## src/rtl/gray_decoder_tracker_pkg.sv

```systemverilog
// Shared types and helpers for the gray decoder tracker.
// Holds the tracker state encoding and the gray-to-binary function.
package gray_decoder_tracker_pkg;

   localparam int unsigned MAX_N = 16;

   typedef enum logic [1:0] {
      ST_INIT   = 2'd0,
      ST_TRACK  = 2'd1,
      ST_RESYNC = 2'd2
   } state_t;

   // Zero-extended input keeps the upper prefix XOR at 0,
   // so any narrower width can be converted by truncation.
   function automatic logic [MAX_N-1:0] gray2bin(
      input logic [MAX_N-1:0] g
   );
      logic [MAX_N-1:0] b;
      b[MAX_N-1] = g[MAX_N-1];
      for (int i = MAX_N - 2; i >= 0; i--) begin
         b[i] = b[i+1] ^ g[i];
      end
      return b;
   endfunction

endpackage

```

## src/rtl/gray_decoder_tracker_gray2bin.sv

```systemverilog
// Combinational N-bit Gray to binary converter.
// Wraps the package conversion for an arbitrary width N.
module gray2bin_Nbits
   import gray_decoder_tracker_pkg::*;
#(
   parameter int N = 4
) (
   input  logic [N-1:0] gray,
   output logic [N-1:0] bin
);

   always_comb begin
      bin = N'(gray2bin(MAX_N'(gray)));
   end

endmodule

```

## src/rtl/gray_decoder_tracker.sv

```systemverilog
// Two-stage Gray counter tracker: decode, step detection,
// multi-bit error detection with resync and error counting.
module gray_decoder_tracker
   import gray_decoder_tracker_pkg::*;
#(
   parameter int N    = 4,
   parameter int ERRW = 8
) (
   input  logic            clk,
   input  logic            rst,
   input  logic            clk_en,
   input  logic [N-1:0]    gray_in,
   input  logic            err_clr,
   output logic [N-1:0]    bin_out,
   output logic            bin_valid,
   output logic            step_up,
   output logic            step_down,
   output logic            err_multi,
   output logic            err_sticky,
   output logic [ERRW-1:0] err_cnt
);

   localparam logic [N-1:0]    ONE_N   = N'(1);
   localparam logic [ERRW-1:0] ONE_E   = ERRW'(1);
   localparam logic [ERRW-1:0] CNT_MAX = '1;

   state_t state_q, state_d;

   logic            s1_v_q, s1_v_d;
   logic [N-1:0]    s1_g_q, s1_g_d;
   logic [N-1:0]    prev_g_q, prev_g_d;
   logic [N-1:0]    bin_q, bin_d;
   logic            valid_q, valid_d;
   logic            up_q, up_d;
   logic            dn_q, dn_d;
   logic            em_q, em_d;
   logic            sticky_q, sticky_d;
   logic [ERRW-1:0] cnt_q, cnt_d;
   logic            match_q, match_d;

   logic [N-1:0] s1_bin;
   logic [N-1:0] diff;
   logic         same;
   logic         one_bit;
   logic         multi;
   logic         err_ev;

   gray2bin_Nbits #(
      .N(N)
   ) u_conv (
      .gray(s1_g_q),
      .bin (s1_bin)
   );

   always_comb begin
      diff    = s1_g_q ^ prev_g_q;
      same    = (diff == '0);
      one_bit = !same && ((diff & (diff - ONE_N)) == '0);
      multi   = !same && !one_bit;
      err_ev  = s1_v_q && (state_q == ST_TRACK) && multi;
   end

   always_ff @(posedge clk) begin
      if (rst) begin
         state_q  <= ST_INIT;
         s1_v_q   <= 1'b0;
         s1_g_q   <= '0;
         prev_g_q <= '0;
         bin_q    <= '0;
         valid_q  <= 1'b0;
         up_q     <= 1'b0;
         dn_q     <= 1'b0;
         em_q     <= 1'b0;
         sticky_q <= 1'b0;
         cnt_q    <= '0;
         match_q  <= 1'b0;
      end else begin
         state_q  <= state_d;
         s1_v_q   <= s1_v_d;
         s1_g_q   <= s1_g_d;
         prev_g_q <= prev_g_d;
         bin_q    <= bin_d;
         valid_q  <= valid_d;
         up_q     <= up_d;
         dn_q     <= dn_d;
         em_q     <= em_d;
         sticky_q <= sticky_d;
         cnt_q    <= cnt_d;
         match_q  <= match_d;
      end
   end

   always_comb begin
      state_d = state_q;
      if (s1_v_q) begin
         unique case (state_q)
            ST_INIT: state_d = ST_TRACK;
            ST_TRACK: begin
               if (multi) state_d = ST_RESYNC;
            end
            ST_RESYNC: begin
               if (same && match_q) state_d = ST_TRACK;
            end
            default: state_d = ST_INIT;
         endcase
      end
   end

   always_comb begin
      s1_v_d   = clk_en;
      s1_g_d   = clk_en ? gray_in : s1_g_q;
      prev_g_d = prev_g_q;
      bin_d    = bin_q;
      valid_d  = valid_q;
      up_d     = 1'b0;
      dn_d     = 1'b0;
      em_d     = 1'b0;
      match_d  = match_q;

      if (s1_v_q) begin
         unique case (state_q)
            ST_INIT: begin
               bin_d    = s1_bin;
               prev_g_d = s1_g_q;
               valid_d  = 1'b1;
               match_d  = 1'b0;
            end
            ST_TRACK: begin
               if (one_bit) begin
                  bin_d    = s1_bin;
                  prev_g_d = s1_g_q;
                  up_d     = (s1_bin == bin_q + ONE_N);
                  dn_d     = (s1_bin == bin_q - ONE_N);
               end else if (multi) begin
                  bin_d    = s1_bin;
                  prev_g_d = s1_g_q;
                  em_d     = 1'b1;
                  valid_d  = 1'b0;
                  match_d  = 1'b0;
               end
            end
            ST_RESYNC: begin
               if (same) begin
                  if (match_q) begin
                     valid_d = 1'b1;
                     match_d = 1'b0;
                  end else begin
                     match_d = 1'b1;
                  end
               end else begin
                  bin_d    = s1_bin;
                  prev_g_d = s1_g_q;
                  match_d  = 1'b0;
               end
            end
            default: begin
               valid_d = 1'b0;
               match_d = 1'b0;
            end
         endcase
      end
   end

   // Clear first so a coincident error lands on a fresh count.
   always_comb begin
      cnt_d    = cnt_q;
      sticky_d = sticky_q;
      if (err_clr) begin
         cnt_d    = '0;
         sticky_d = 1'b0;
      end
      if (err_ev) begin
         sticky_d = 1'b1;
         if (cnt_d != CNT_MAX) cnt_d = cnt_d + ONE_E;
      end
   end

   assign bin_out    = bin_q;
   assign bin_valid  = valid_q;
   assign step_up    = up_q;
   assign step_down  = dn_q;
   assign err_multi  = em_q;
   assign err_sticky = sticky_q;
   assign err_cnt    = cnt_q;

endmodule

```

## config.mk

```make
export PLATFORM = sky130hd
export DESIGN_NAME = gray_decoder_tracker
export DESIGN_NICKNAME = d
export VERILOG_FILES = /design/src/rtl/gray_decoder_tracker_pkg.sv /design/src/rtl/gray_decoder_tracker_gray2bin.sv /design/src/rtl/gray_decoder_tracker.sv
export SDC_FILE = /design/constraint.sdc
export NUM_CORES = 1
export LEC_CHECK = 0
export ABC_AREA = 1
export CAP_MARGIN = 20
export CORE_MARGIN = 1.5
export CORE_UTILIZATION = 54
export DETAILED_ROUTE_END_ITERATION = 8
export PLACE_DENSITY = 0.79
export SETUP_SLACK_MARGIN = 0.15
export SLEW_MARGIN = 10
export SYNTH_ARGS = -nofsm -noshare
export SYNTH_HDL_FRONTEND = slang
export SYNTH_HIERARCHICAL = 1
export SYNTH_SLANG_ARGS = --single-unit
```

## constraint.sdc

```tcl
create_clock -name clk -period 2.3 [get_ports clk]
set_input_delay 0.69 -clock clk [delete_from_list [all_inputs] [get_ports clk]]
set_output_delay 0.69 -clock clk [all_outputs]
set_load 0.005 [all_outputs]
```

-- After elaboration in Yosys (flattened, before gate mapping)
Cells that the tools add are included.
- reduce and logical (&&, ||, !) cells: 18
- muxes and demuxes: 25
- equal/unequal tests: 12
- bitwise logic cells: 8
- $add $sub $neg: 4
- operator list (operator ; number):
    2-to-1 mux 4 bit ; 6
    2-to-1 mux 8 bit ; 3
    case mux 4 bit (3 select lines) ; 2
    inequality test 2 bit (second input constant) ; 6
    2-to-1 mux 1 bit ; 9
    adder 8 x 1 -> 8 bit (second input constant) ; 1
    == test 4 bit ; 2
    zero test 4 bit ; 2
    inequality test 8 bit (second input constant) ; 1
    OR reduction 4 bit ; 2
    subtractor 4 x 1 -> 4 bit (second input constant) ; 2
    case mux 2 bit (3 select lines) ; 1
    AND reduction 3 bit ; 2
    logical AND 1 bit ; 5
    AND reduction 5 bit ; 1
    adder 4 x 1 -> 4 bit (second input constant) ; 1
    AND 4 bit ; 1
    2-to-1 mux 2 bit ; 2
    AND reduction 4 bit ; 1
    bitwise XOR 4 bit ; 1
    inequality test 3 bit (second input constant) ; 1
    inverter 1 bit ; 3
    case mux 1 bit (3 select lines) ; 1
    nonzero test 3 bit ; 1
    other kinds (7) ; 10
- flip-flop bits (word level): 29

-- Logic depth before layout (Yosys ltp)
- depth in word-level cells: 10
- gate-level depth with buffers: 11
- gate-level depth less buffers: 11

-- Hierarchy
The synthesis kept the hierarchy.
- modules (own cells, without submodules) (module ; times used ; cells an instance ; area an instance (um^2) ; sequential area each (um^2)):
    gray_decoder_tracker ; 1 ; 223 ; 1635.3 ; 580.6
    gray2bin_Nbits ; 1 ; 18 ; 93.8 ; 0.0

-- Worst setup path after synthesis
Ideal clock, no wire load.
- path kind: input to register
- start point: input err_clr
- end point: register cnt_q[0] (netlist: err_cnt[0])
- data arrival time: 1.841 ns
- cell stages on the path: 10
- setup time: 0.138 ns
- data required time: 2.162 ns
- path slack: 0.322 ns
- path through: buf_6 > nor2_1 > ha_1 > nand3_2 > nor2_4 > nand3_2 > o21ai_0 > nand2_1 > nand2_2 > a21oi_2
- cells in the longest elaborated chain, start to end: 4
- elaborated cells on any way between the ends: 5
- those cells by class: add/sub: 1; eq/ne: 1; mux: 3
- ends and longest elaborated chain (element ; line ; text):
    start: declaration ; gray_decoder_tracker.sv:13 ; input logic err_clr,
    2-to-1 mux 8 bit * ; gray_decoder_tracker.sv:168 ; if (err_clr) begin
    adder 8 x 1 -> 8 bit or inequality test 8 bit (tied branches) ; gray_decoder_tracker.sv:174 ; if (cnt_d != CNT_MAX) cnt_d = cnt_d + ONE_E;
    2-to-1 mux 8 bit ; gray_decoder_tracker.sv:174 ;
    2-to-1 mux 8 bit * ; gray_decoder_tracker.sv:172 ; if (err_ev) begin
    end signal: assignment ; gray_decoder_tracker.sv:88 ; cnt_q <= cnt_d;
    end: declaration ; gray_decoder_tracker.sv:38 ; logic [ERRW-1:0] cnt_q, cnt_d;
Mark *: on every way between the ends. The rest lies on a longest branch, timed or not.
A chain may end at the register's enable or synchronous reset.

-- Worst setup path after layout
- start point: register cnt_q[6] (netlist: err_cnt[6])
- end point: output err_cnt[6]
- RTL lines (element ; line ; text):
    end: declaration ; gray_decoder_tracker.sv:20 ; output logic [ERRW-1:0] err_cnt
No word-level cell between the ends.

==> impl_results.md <==
* CTS tree: built
* CP cell instances: clkdlybuf4s50_1
* Worst rel slew slack at 69.0%
* Final Hold Viols at 0
* Postcts setup bufs at 0
* Worst Max-Slew Pin Slew at 0.464 ns
* Sequential power share at 52.0%
* P per Cell Area at 506 nW/um^2
* EDFF count, synth at 0
* Peak Freq at 485 MHz
* Clk_skew at 0.00770 ns
* FF+latch count, synth at 29
* Hold buffers post-CTS at 0
* Post-synthesis sequential area ratio at 33.6%
* Leakage at 0.860 nW
* IO buf count at 24
* Worst-Skew Late Latency at 0.33 ns
* Final-layout fill cell count at 277
* Overall die width at 59.6 um
* Clock root buffer: clkbuf_4
* Setup slack at placement at -0.114 ns
* Critical Path RT at 1.61 ns
* FF-to-FF path depth at 9
* Initial Util at 56.6%
* Reg2reg setup slack at 0.56 ns
* Die height at 59.6 um
* Largest net degree at the start of global routing at 17
* Crit-path slowest cell: clkdlybuf4s50_1
* P_int at 0.728 mW
* Crit share post-route at 89.6%
* Kind of end point of the critical path: output pin
* Setup violations, final at 0
* Clock sinks at 29
* Clk slew on worst S/H paths at 0.10 ns
* Residual DRC at 0
* First-pass DRT Iterations at 4
* Post-synth top area share at 33.6%
* Slowest stage delay, CP at 0.56 ns
* Rows at 20
* Synthesized area per cell at 7.17 sq um
* Post-synth ARST share at 0%
* Top delay family on crit path: buffers and inverters
* I/O pins at 25
* Worst reg2reg endpoint: prev_g_q[1]$_SDFFE_PP0P_
* Switching Share at 31.0%
* Psw at 0.327 mW
* Yosys warns at 6
* Setup TNS at 0 ns
* RR Startpoint: s1_g_q[3]$_SDFFE_PP0P_
* Logic pwr share at 19.7%
* CP startpoint kind: flip-flop
* Worst vdd ir at 0.349 mV
* GP Congestion at 0.848
* Nets at 283
* Final Critical Period at 2.06 ns
* Min-Delay Startpoint: bin_valid$_SDFFE_PP0P_
* Worst hold slack at 0.468 ns
* Syn Nets at 252
* Max-cap violations at 0
* Routed vias at 1594
* Outcome: complete, no violations
* First-pass GRT wire length at 5.62 mm
* CTS buffer count at 5
* Synth area leader: dfxtp_1
* HPWL after DPL at 2.43 mm
* H-tree depth at 2
* Fin. max-slew vios at 0
* Crit path kind: flip-flop to output pin
* Worst Hold Depth at 2
* Avg Vias per Cell at 5.03
* Remaining global-route overflow at 0
* CP Max Fanout at 6
* Synth area leaders: dfxtp_1, nand2_1, inv_1
* Antenna violations before repair at 0
* Starting DRT DRC Count at 82
* Core Area at 3050 sq um
* Number of global-route vias before repair at 1308
* Post-Syn Area at 1730 sq um
* Most used DFF post-synth: dfxtp_1
* Layout Cells excl Fill at 317
* # diodes at 0
* WP buf/inv at 1
* Netlist cell types at 31
* Placed Cells at 309
* Hold Crit Endpoint: bin_valid$_SDFFE_PP0P_
* Final setup margin at 0.239 ns
* WL/cell at 10.4 um
* Share of cells above drive strength 1 at 19.8%
* Number of gates resized after CTS at 0
* Worst Hold Class: flip-flop to flip-flop
* CTS max path bufs at 2
* Post-synthesis cell count at 241
* Arr. time, crit path at 1.37 ns
* Drt total wl at 3.30 mm
* Clock network fraction of total power at 28.3%
* Worst Setup SP: err_cnt[6]$_SDFF_PP0_
* Syn-to-layout area delta at 20.5%
* Post-route ant nets at 0
* Gr usage total at 20.9%
* RSZ-0062 raised after global routing: no
* Total die area at 3550 sq um
[state kept, by name, summed over array words and instances, names as in the netlist, 2 cells and up]
signal,count
err_cnt,8
state_q,2
prev_g_q,4
bin_out,4
s1_g_q,4
[stage by stage]
stage	area [sq um]	power [mW]	utilization [%]
5_1_grt	2080	1.13	68.2
4_1_cts	2070	1.07	67.8
3_5_place_dp	2020	0.767	66.1
3_3_place_gp	2020	0.764	66.1
6_report	2080	1.05	68.2
2_1_floorplan	1730	0.715	-
[power groups by stage]
stage	sequential, mW	clock, mW	combinational, mW
6_report	0.548	0.298	0.208
5_1_grt	0.552	0.336	0.237
4_1_cts	0.548	0.311	0.208
3_5_place_dp	0.560	0	0.207
3_3_place_gp	0.559	0	0.205
2_1_floorplan	0.555	0	0.159
[cells in the final DEF, fill, tap and decap left out, types with 6 or more instances in the layout]
cell type        netlist  routed
dfxtp_1               29      29
inv_1                 30      30
nand2_1               47      47
o21ai_0               16      16
a21oi_2                7       7
buf_4                  2       6
nor2_1                24      22
a21oi_1               15      15
nand3_1               13      13
clkdlybuf4s50_1        0      24
nand2_2               12      12
[logic make-up (layout without fill, tap and decap cells)]
family                     Yosys count  count (layout)  synth area share, %
xor gates and xnor gates             8               8                 4.05
adders and majority gates            3               3                 2.17
AOI/OAI and AO/OA                   45              45                 15.1
DFF                                 29              29                 33.6
and+or+nand+nor                    115             115                 34.4
buffers and inverters               41              73                 10.6
[how the worst max path moves through the flow]
stage	to	slack, ns	cells after the start
6_report	err_cnt[6]	0.24	1
5_1_grt	err_cnt[3]$_SDFF_PP0_	0.14	9
4_1_cts	err_cnt[0]$_SDFF_PP0_	0.25	10
3_5_place_dp	err_cnt[0]$_SDFF_PP0_	-0.11	10
3_3_place_gp	err_cnt[0]$_SDFF_PP0_	-0.04	10
2_1_floorplan	err_cnt[0]$_SDFF_PP0_	0.32	10
[metal layers]
layer  global-route usage, %  wire, um  up-vias
met1                    28.8      1720      714
met2                    30.3      1380       41
met3                    6.77       149        7
met4                    7.94        46        0
met5                       0         0        -
li1                        -         -      832
[cells in the mapped netlist (2+ instances only)]
library cell  instances
o21ai_1               3
nand2_2              12
o211ai_1              2
ha_1                  3
o21ai_0              16
dfxtp_1              29
buf_4                 2
xnor2_1               4
nor2_4                5
nand3_2               5
nor3_1                2
nand3_1              13
nand2_1              47
a21oi_1              15
nand4_1               3
inv_1                30
inv_2                 4
nor2_1               24
xor2_1                4
a21oi_2               7
[final cells by class]
| type | count | area, sq um | share of cell area (%) |
|---|---|---|---|
| inverter | 35 | 134 | 6.43 |
| clock buffer | 6 | 41.3 | 1.98 |
| tap | 44 | 55.1 | 2.64 |
| multi-input combinational | 171 | 977 | 46.9 |
| timing repair buffer | 30 | 285 | 13.7 |
| clock inverter | 2 | 10.0 | 0.480 |
| sequential | 29 | 581 | 27.9 |
(Power assumes the default switching activity.)
